## src/rtl/video_frame_dma_sequencer_pkg.sv

```systemverilog
// Shared definitions for the video frame DMA sequencer.
// State encodings and default command sizing.
package video_frame_dma_sequencer_pkg;

    localparam int cDefChunkLen   = 256;
    localparam int cDefMaxRdBurst = 4;

    localparam logic [2:0] cStIdle    = 3'd0;
    localparam logic [2:0] cStRdIssue = 3'd1;
    localparam logic [2:0] cStRdWait  = 3'd2;
    localparam logic [2:0] cStWrIssue = 3'd3;
    localparam logic [2:0] cStWrWait  = 3'd4;

    typedef enum logic [2:0] {
        sIdle    = cStIdle,
        sRdIssue = cStRdIssue,
        sRdWait  = cStRdWait,
        sWrIssue = cStWrIssue,
        sWrWait  = cStWrWait
    } seqState_t;

endpackage

```

## src/rtl/video_frame_dma_sequencer_chunk_len_calc.sv

```systemverilog
// Chunk length for one DMA direction:
// the smaller of the chunk limit and the words left in the frame.
module video_frame_dma_sequencer_chunk_len_calc #(
    parameter int pWidth    = 19,
    parameter int pChunkLen = 256
) (
    input  logic [pWidth-1:0] iFrameWords,
    input  logic [pWidth-1:0] iOffset,
    output logic [pWidth-1:0] oLen
);

    localparam logic [pWidth-1:0] cChunk = pWidth'(pChunkLen);

    logic [pWidth-1:0] remain;

    assign remain = iFrameWords - iOffset;
    assign oLen   = (remain > cChunk) ? cChunk : remain;

endmodule

```

## src/rtl/video_frame_dma_sequencer.sv

```systemverilog
// Double-buffered video DMA sequencer: read-priority arbitration
// with guaranteed write slots and frame-end buffer swapping.
module video_frame_dma_sequencer
    import video_frame_dma_sequencer_pkg::*;
#(
    parameter int pMemAdrsWidth = 19,
    parameter int pChunkLen     = cDefChunkLen,
    parameter int pMaxRdBurst   = cDefMaxRdBurst
) (
    input  logic                     iClk,
    input  logic                     iRst,
    input  logic                     iEn,
    input  logic [pMemAdrsWidth-1:0] iBufBase0,
    input  logic [pMemAdrsWidth-1:0] iBufBase1,
    input  logic [pMemAdrsWidth-1:0] iFrameWords,
    input  logic                     iFrameEnd,
    input  logic                     iRdReq,
    input  logic                     iWrReady,
    input  logic                     iDmaDone,
    output logic [pMemAdrsWidth-1:0] oDmaWAdrs,
    output logic [pMemAdrsWidth-1:0] oDmaRAdrs,
    output logic [pMemAdrsWidth-1:0] oDmaWLen,
    output logic [pMemAdrsWidth-1:0] oDmaRLen,
    output logic                     oDmaEn,
    output logic                     oFront,
    output logic                     oFrameSwap,
    output logic                     oBusy
);

    localparam int W       = pMemAdrsWidth;
    localparam int cBurstW = $clog2(pMaxRdBurst + 1);
    localparam logic [cBurstW-1:0] cMaxBurst = cBurstW'(pMaxRdBurst);

    seqState_t          state;
    logic               front;
    logic               fePending;
    logic [W-1:0]       rdOffset;
    logic [W-1:0]       wrOffset;
    logic [cBurstW-1:0] burstCnt;

    logic         frameDone;
    logic         swapNow;
    logic         effFront;
    logic [W-1:0] effRdOff;
    logic [W-1:0] effWrOff;
    logic [W-1:0] frontBase;
    logic [W-1:0] backBase;
    logic [W-1:0] rdLenNext;
    logic [W-1:0] wrLenNext;
    logic         wrElig;
    logic         rdGo;
    logic [W:0]   rdSum;
    logic [W:0]   wrSum;

    // Pending frame end is folded in before arbitration in IDLE.
    assign frameDone = (wrOffset == iFrameWords);
    assign swapNow   = fePending && frameDone;
    assign effFront  = swapNow ? ~front : front;
    assign effRdOff  = fePending ? '0 : rdOffset;
    assign effWrOff  = swapNow ? '0 : wrOffset;
    assign frontBase = effFront ? iBufBase1 : iBufBase0;
    assign backBase  = effFront ? iBufBase0 : iBufBase1;

    assign wrElig = iWrReady && (effWrOff < iFrameWords);
    assign rdGo   = iRdReq && ((burstCnt < cMaxBurst) || !wrElig);

    assign rdSum = {1'b0, rdOffset} + {1'b0, oDmaRLen};
    assign wrSum = {1'b0, wrOffset} + {1'b0, oDmaWLen};

    assign oFront = front;

    video_frame_dma_sequencer_chunk_len_calc #(
        .pWidth    (W),
        .pChunkLen (pChunkLen)
    ) uRdLen (
        .iFrameWords (iFrameWords),
        .iOffset     (effRdOff),
        .oLen        (rdLenNext)
    );

    video_frame_dma_sequencer_chunk_len_calc #(
        .pWidth    (W),
        .pChunkLen (pChunkLen)
    ) uWrLen (
        .iFrameWords (iFrameWords),
        .iOffset     (effWrOff),
        .oLen        (wrLenNext)
    );

    always_ff @(posedge iClk) begin
        if (iRst) begin
            state      <= sIdle;
            front      <= 1'b0;
            fePending  <= 1'b0;
            rdOffset   <= '0;
            wrOffset   <= '0;
            burstCnt   <= '0;
            oDmaWAdrs  <= '0;
            oDmaRAdrs  <= '0;
            oDmaWLen   <= '0;
            oDmaRLen   <= '0;
            oDmaEn     <= 1'b0;
            oFrameSwap <= 1'b0;
            oBusy      <= 1'b0;
        end else begin
            oDmaEn     <= 1'b0;
            oFrameSwap <= 1'b0;
            if (iFrameEnd) begin
                fePending <= 1'b1;
            end
            unique case (state)
                sIdle: begin
                    if (!iEn) begin
                        rdOffset <= '0;
                        wrOffset <= '0;
                    end else begin
                        if (fePending) begin
                            fePending <= iFrameEnd;
                            rdOffset  <= '0;
                            if (frameDone) begin
                                front      <= ~front;
                                wrOffset   <= '0;
                                oFrameSwap <= 1'b1;
                            end
                        end
                        if (rdGo) begin
                            state     <= sRdIssue;
                            oDmaEn    <= 1'b1;
                            oBusy     <= 1'b1;
                            oDmaRAdrs <= frontBase + effRdOff;
                            oDmaRLen  <= rdLenNext;
                            oDmaWAdrs <= '0;
                            oDmaWLen  <= '0;
                        end else if (wrElig) begin
                            state     <= sWrIssue;
                            oDmaEn    <= 1'b1;
                            oBusy     <= 1'b1;
                            oDmaWAdrs <= backBase + effWrOff;
                            oDmaWLen  <= wrLenNext;
                            oDmaRAdrs <= '0;
                            oDmaRLen  <= '0;
                        end
                    end
                end
                sRdIssue: begin
                    if (burstCnt < cMaxBurst) begin
                        burstCnt <= burstCnt + cBurstW'(1);
                    end
                    state <= sRdWait;
                end
                sRdWait: begin
                    if (iDmaDone) begin
                        rdOffset  <= (rdSum >= {1'b0, iFrameWords})
                                   ? '0 : rdSum[W-1:0];
                        state     <= sIdle;
                        oBusy     <= 1'b0;
                        oDmaRAdrs <= '0;
                        oDmaRLen  <= '0;
                    end
                end
                sWrIssue: begin
                    burstCnt <= '0;
                    state    <= sWrWait;
                end
                sWrWait: begin
                    if (iDmaDone) begin
                        wrOffset  <= (wrSum >= {1'b0, iFrameWords})
                                   ? iFrameWords : wrSum[W-1:0];
                        state     <= sIdle;
                        oBusy     <= 1'b0;
                        oDmaWAdrs <= '0;
                        oDmaWLen  <= '0;
                    end
                end
                default: state <= sIdle;
            endcase
        end
    end

endmodule

```

## config.mk

```make
export PLATFORM = sky130hd
export DESIGN_NAME = video_frame_dma_sequencer
export DESIGN_NICKNAME = d
export VERILOG_FILES = /design/src/rtl/video_frame_dma_sequencer_pkg.sv /design/src/rtl/video_frame_dma_sequencer_chunk_len_calc.sv /design/src/rtl/video_frame_dma_sequencer.sv
export SDC_FILE = /design/constraint.sdc
export NUM_CORES = 1
export LEC_CHECK = 0
export BUFFER_PORTS_ARGS = -buffer_cell sky130_fd_sc_hd__buf_2
export CORE_ASPECT_RATIO = 1.4
export CORE_MARGIN = 3
export CORE_UTILIZATION = 30
export DETAILED_ROUTE_END_ITERATION = 7
export PLACE_DENSITY = 0.49
export SETUP_SLACK_MARGIN = 0.1
export SLEW_MARGIN = 25
export SYNTH_ARGS = -nofsm -noshare
export SYNTH_HDL_FRONTEND = slang
export SYNTH_SLANG_ARGS = --single-unit
```

## constraint.sdc

```tcl
create_clock -name iClk -period 7.2 [get_ports iClk]
set_input_delay 1.08 -clock iClk [delete_from_list [all_inputs] [get_ports iClk]]
set_output_delay 1.08 -clock iClk [all_outputs]
set_load 0.005 [all_outputs]
```

==> impl_metrics.py <==
metrics = {
    "global_route": {
        "grt_max_degree": 67,
        "antenna_found_initial": 4,
        "track_usage_pct": 19.4,
        "grt_overflow": 0,
        "grt_pass1_vias": 10500,
        "grt_first_pass_wirelength_um": 60000,
    },
    "routing": {
        "dr.pass1.iters": 5,
        "via_count": 10600,
        "routedWlPerCell_um": 19.9,
        "via_per_inst": 5.29,
        "drtAntennaViolNets": 0,
        "drt_iter0_markers": 605,
        "drc": 0,
        "finalWirelength_um": 39800,
    },
    "min_path": {
        "min_to": "oDmaRAdrs[18]",
        "worstHoldStart": "oDmaRAdrs[18]",
        "min_path_cells": 2,
        "min_path_type": "reg -> reg",
    },
    "worst_setup_path": {
        "cp-start-kind": "primary input",
        "path_cells": "buf_2, xor2_1, nor4_1, nand4_1, buf_4, xor2_4, mux2_2, ha_1, inv_1, fa_1, nor2b_1, o2111ai_1, and3_1, o311ai_1, nand2b_1, a311oi_1, a31oi_1, xnor2_1, a22o_1",
        "cp-end-kind": "register",
        "crit_arrival_ns": 5.64,
        "crit_required_ns": 7.53,
        "ff2ff_path_depth": 19,
        "worstPathMaxFanout": 26,
        "slowest_stage": "xor2_4",
        "r2r_setup_slack_ns": 2.25,
        "reg2reg_to": "oDmaWAdrs[18]",
        "path_class": "in -> reg",
        "reg2reg_from": "wrOffset[18]",
        "cpPeakStageDelay_ns": 0.59,
    },
    "synthesis": {
        "yosysWarnings": 0,
        "avgSynthCellArea_um2": 8.22,
        "synth_xor_area_share_pct": 8.13,
        "synth_adder_area_share_pct": 17.5,
        "synthMuxAreaShare_pct": 6.29,
        "ys_seq_area_share_pct": 21.9,
        "synth_compound_area_share_pct": 23.5,
        "ys_types": 82,
        "synth_edf_count": 0,
        "synthFlopType": "dfxtp_1",
        "syn_area_um2": 11400,
        "async_flop_share_pct": 0,
        "yosys.area_share.simple_pct": 18.3,
        "synth_seq_cells": 125,
        "synth_cells": 1389,
        "synth_top_family_by_area": "compound AO/OA/AOI/OAI gates",
        "syn_nets": 1609,
    },
    "floorplanning": {
        "core_um2": 37200,
        "chipWidth_um": 171,
        "num_rows": 83,
        "die_area_um2": 40500,
        "start_util_pct": 30.7,
        "die_h_um": 237,
        "ioPinCount": 144,
    },
    "final_layout": {
        "final_cell_mix": "150 x ha_1, 143 x buf_2, 133 x nor2_1",
        "layout_commonest_cell": "ha_1",
        "final_nets": 1743,
        "area_growth_pct": 15.9,
        "drive_above_1_share_pct": 16.3,
        "nFillCells": 3973,
    },
    "clock_network": {
        "clock_latency_ns": 0.45,
        "cts_buffer_depth": 2,
        "cts_max_level": 4,
        "post_cts_buffers": 0,
        "cts_hold_buf": 0,
        "clk_pin_slew_ns": 0.06,
        "cts_sinks": 125,
        "cts_inserted_buffers": 17,
        "post_cts_resized": 0,
        "cts_tree": "done",
        "cts_root_buf": "clkbuf_16",
    },
    "timing": {
        "fin_crit_sh_pct": 73.7,
        "fin_hold_ws_ns": 0.467,
        "rsz0062_at_grt": "false",
        "fmax_ghz": 0.188,
        "setup-tns-final_ns": 0,
        "finalSetupViolCount": 0,
        "tightest_slew_ns": 0.940,
        "finalCriticalPeriod_ns": 5.31,
        "report.final.slew_viol_count": 0,
        "finalClockSkew_ns": 0.0104,
        "timing.final.hold_violations": 0,
        "max_slew_margin_pct": 37.1,
    },
    "pwr": {
        "switching_power_w": 0.000593,
        "p_comb_share_pct": 18.8,
        "internal_power_w": 0.00134,
        "p_per_area_nw_per_um2": 146,
        "leakage_nw": 6.27,
        "irDropWorstVdd_uv": 151,
        "seq_power_share_pct": 37.0,
        "switching_share_pct": 30.7,
        "clkPwrFrac_pct": 44.2,
    },
    "place": {
        "dpl.hpwl_um": 33000,
        "gp_congestion": 0.892,
        "io_buffers": 143,
    },
    "run_status": {
        "outcome": "completed",
    },
    "job": {
        "maxCapViolCount": 0,
    },
}
## synthesized netlist by cell type, types with 10 or more instances
cell type	count	share of area, %
ha_1	150	16
nor2_1	133	4.4
dfxtp_1	125	22
nand2_1	102	3.4
inv_1	83	2.7
a21oi_1	78	3.4
xnor2_1	65	5.0
o21ai_0	48	2.1
a22oi_1	44	2.9
xor2_1	41	3.1
mux2_2	38	3.7
a21o_1	37	2.4
nand2b_1	31	1.7
mux2i_1	29	2.5
nor3_1	28	1.2
clkbuf_1	26	0.85
and2_1	25	1.4
o21ai_1	22	0.96
nand3_1	20	0.88
nor2b_1	20	1.1
o21a_1	20	1.3
nand4_1	17	0.93
and3_1	14	0.77
o211ai_1	13	0.85
a211oi_1	12	0.79
a31oi_1	10	0.55
## worst max-delay path, delay by kind of cell
kind | cells | cell delay [ns]
adder cells (fa/ha/maj) | 2 | 0.61
buffers and inverters | 3 | 0.49
XOR/XNOR | 3 | 0.89
multiplexers | 1 | 0.29
AO/OA/AOI/OAI | 5 | 1.30
AND/OR/NAND/NOR | 5 | 0.95
## sequential cells by signal, indices dropped and copies added, names as in the netlist
register	count
oDmaWLen	19
oFront	1
wrOffset	19
oBusy	1
rdOffset	19
oDmaRLen	19
oDmaRAdrs	19
oFrameSwap	1
burstCnt	3
oDmaEn	1
fePending	1
oDmaWAdrs	19
state	3
## cell type report
type / count / area, um2 / area share, %
clock inverter: 12 / 114 / 0.860
inverter: 83 / 312 / 2.35
antenna: 3 / 7.51 / 0.0567
timing repair buffer: 156 / 813 / 6.14
multi-input combinational: 1140 / 8450 / 63.8
clock buffer: 20 / 457 / 3.45
tap: 467 / 584 / 4.41
sequential: 125 / 2500 / 18.9
## power by group through the flow
stage	clock, W	sequential (W)	combinational (W)
final	0.000853	0.000715	0.000362
after global routing	0.000903	0.000716	0.000399
after CTS	0.000878	0.000715	0.000364
after detailed placement	0	0.000731	0.000362
after global placement	0	0.000730	0.000363
after floorplan	0	0.000729	0.000236
## through the flow
stage               cell area (um2)  utilization (%)  setup slack, ns  power [W]  std cells
floorplan                     11400                -             1.77   0.000965       1389
global placement              12700             34.0             1.50    0.00109       1971
detailed placement            12700             34.0             1.47    0.00109       1971
CTS                           13200             35.6             1.93    0.00196       2003
global route                  13200             35.6             1.45    0.00202       2005
finish                        13200             35.6             1.89    0.00193       2006
## worst max path at each step
| stage | from | end | slack, ns | depth (start not counted) |
|---|---|---|---|---|
| final | iFrameWords[8] | oDmaWAdrs[18] | 1.89 | 19 |
| after global routing | iFrameWords[0] | oDmaWAdrs[18] | 1.45 | 19 |
| after CTS | iFrameWords[8] | oDmaWAdrs[18] | 1.93 | 19 |
| after detailed placement | iFrameWords[8] | oDmaWAdrs[18] | 1.47 | 19 |
| after global placement | iFrameWords[0] | oDmaWAdrs[18] | 1.50 | 19 |
| after floorplan | iFrameWords[17] | oDmaWAdrs[18] | 1.77 | 18 |
## cells by family after synthesis
kind of cell / count (synthesis)
muxes: 67
xor gates and xnor gates: 106
buffers and inverters: 124
AOI/OAI and AO/OA: 382
and+or+nand+nor: 429
adders and majority gates: 156
DFF: 125
## metal layers
layer	track usage (%)	routed length, um	vias to the layer above
li1	-	-	5341
met1	22.9	16800	5006
met2	33.7	19800	200
met5	0	17	-
met4	10.4	1960	2
met3	2.64	1290	68
(Power assumes the default switching activity.)
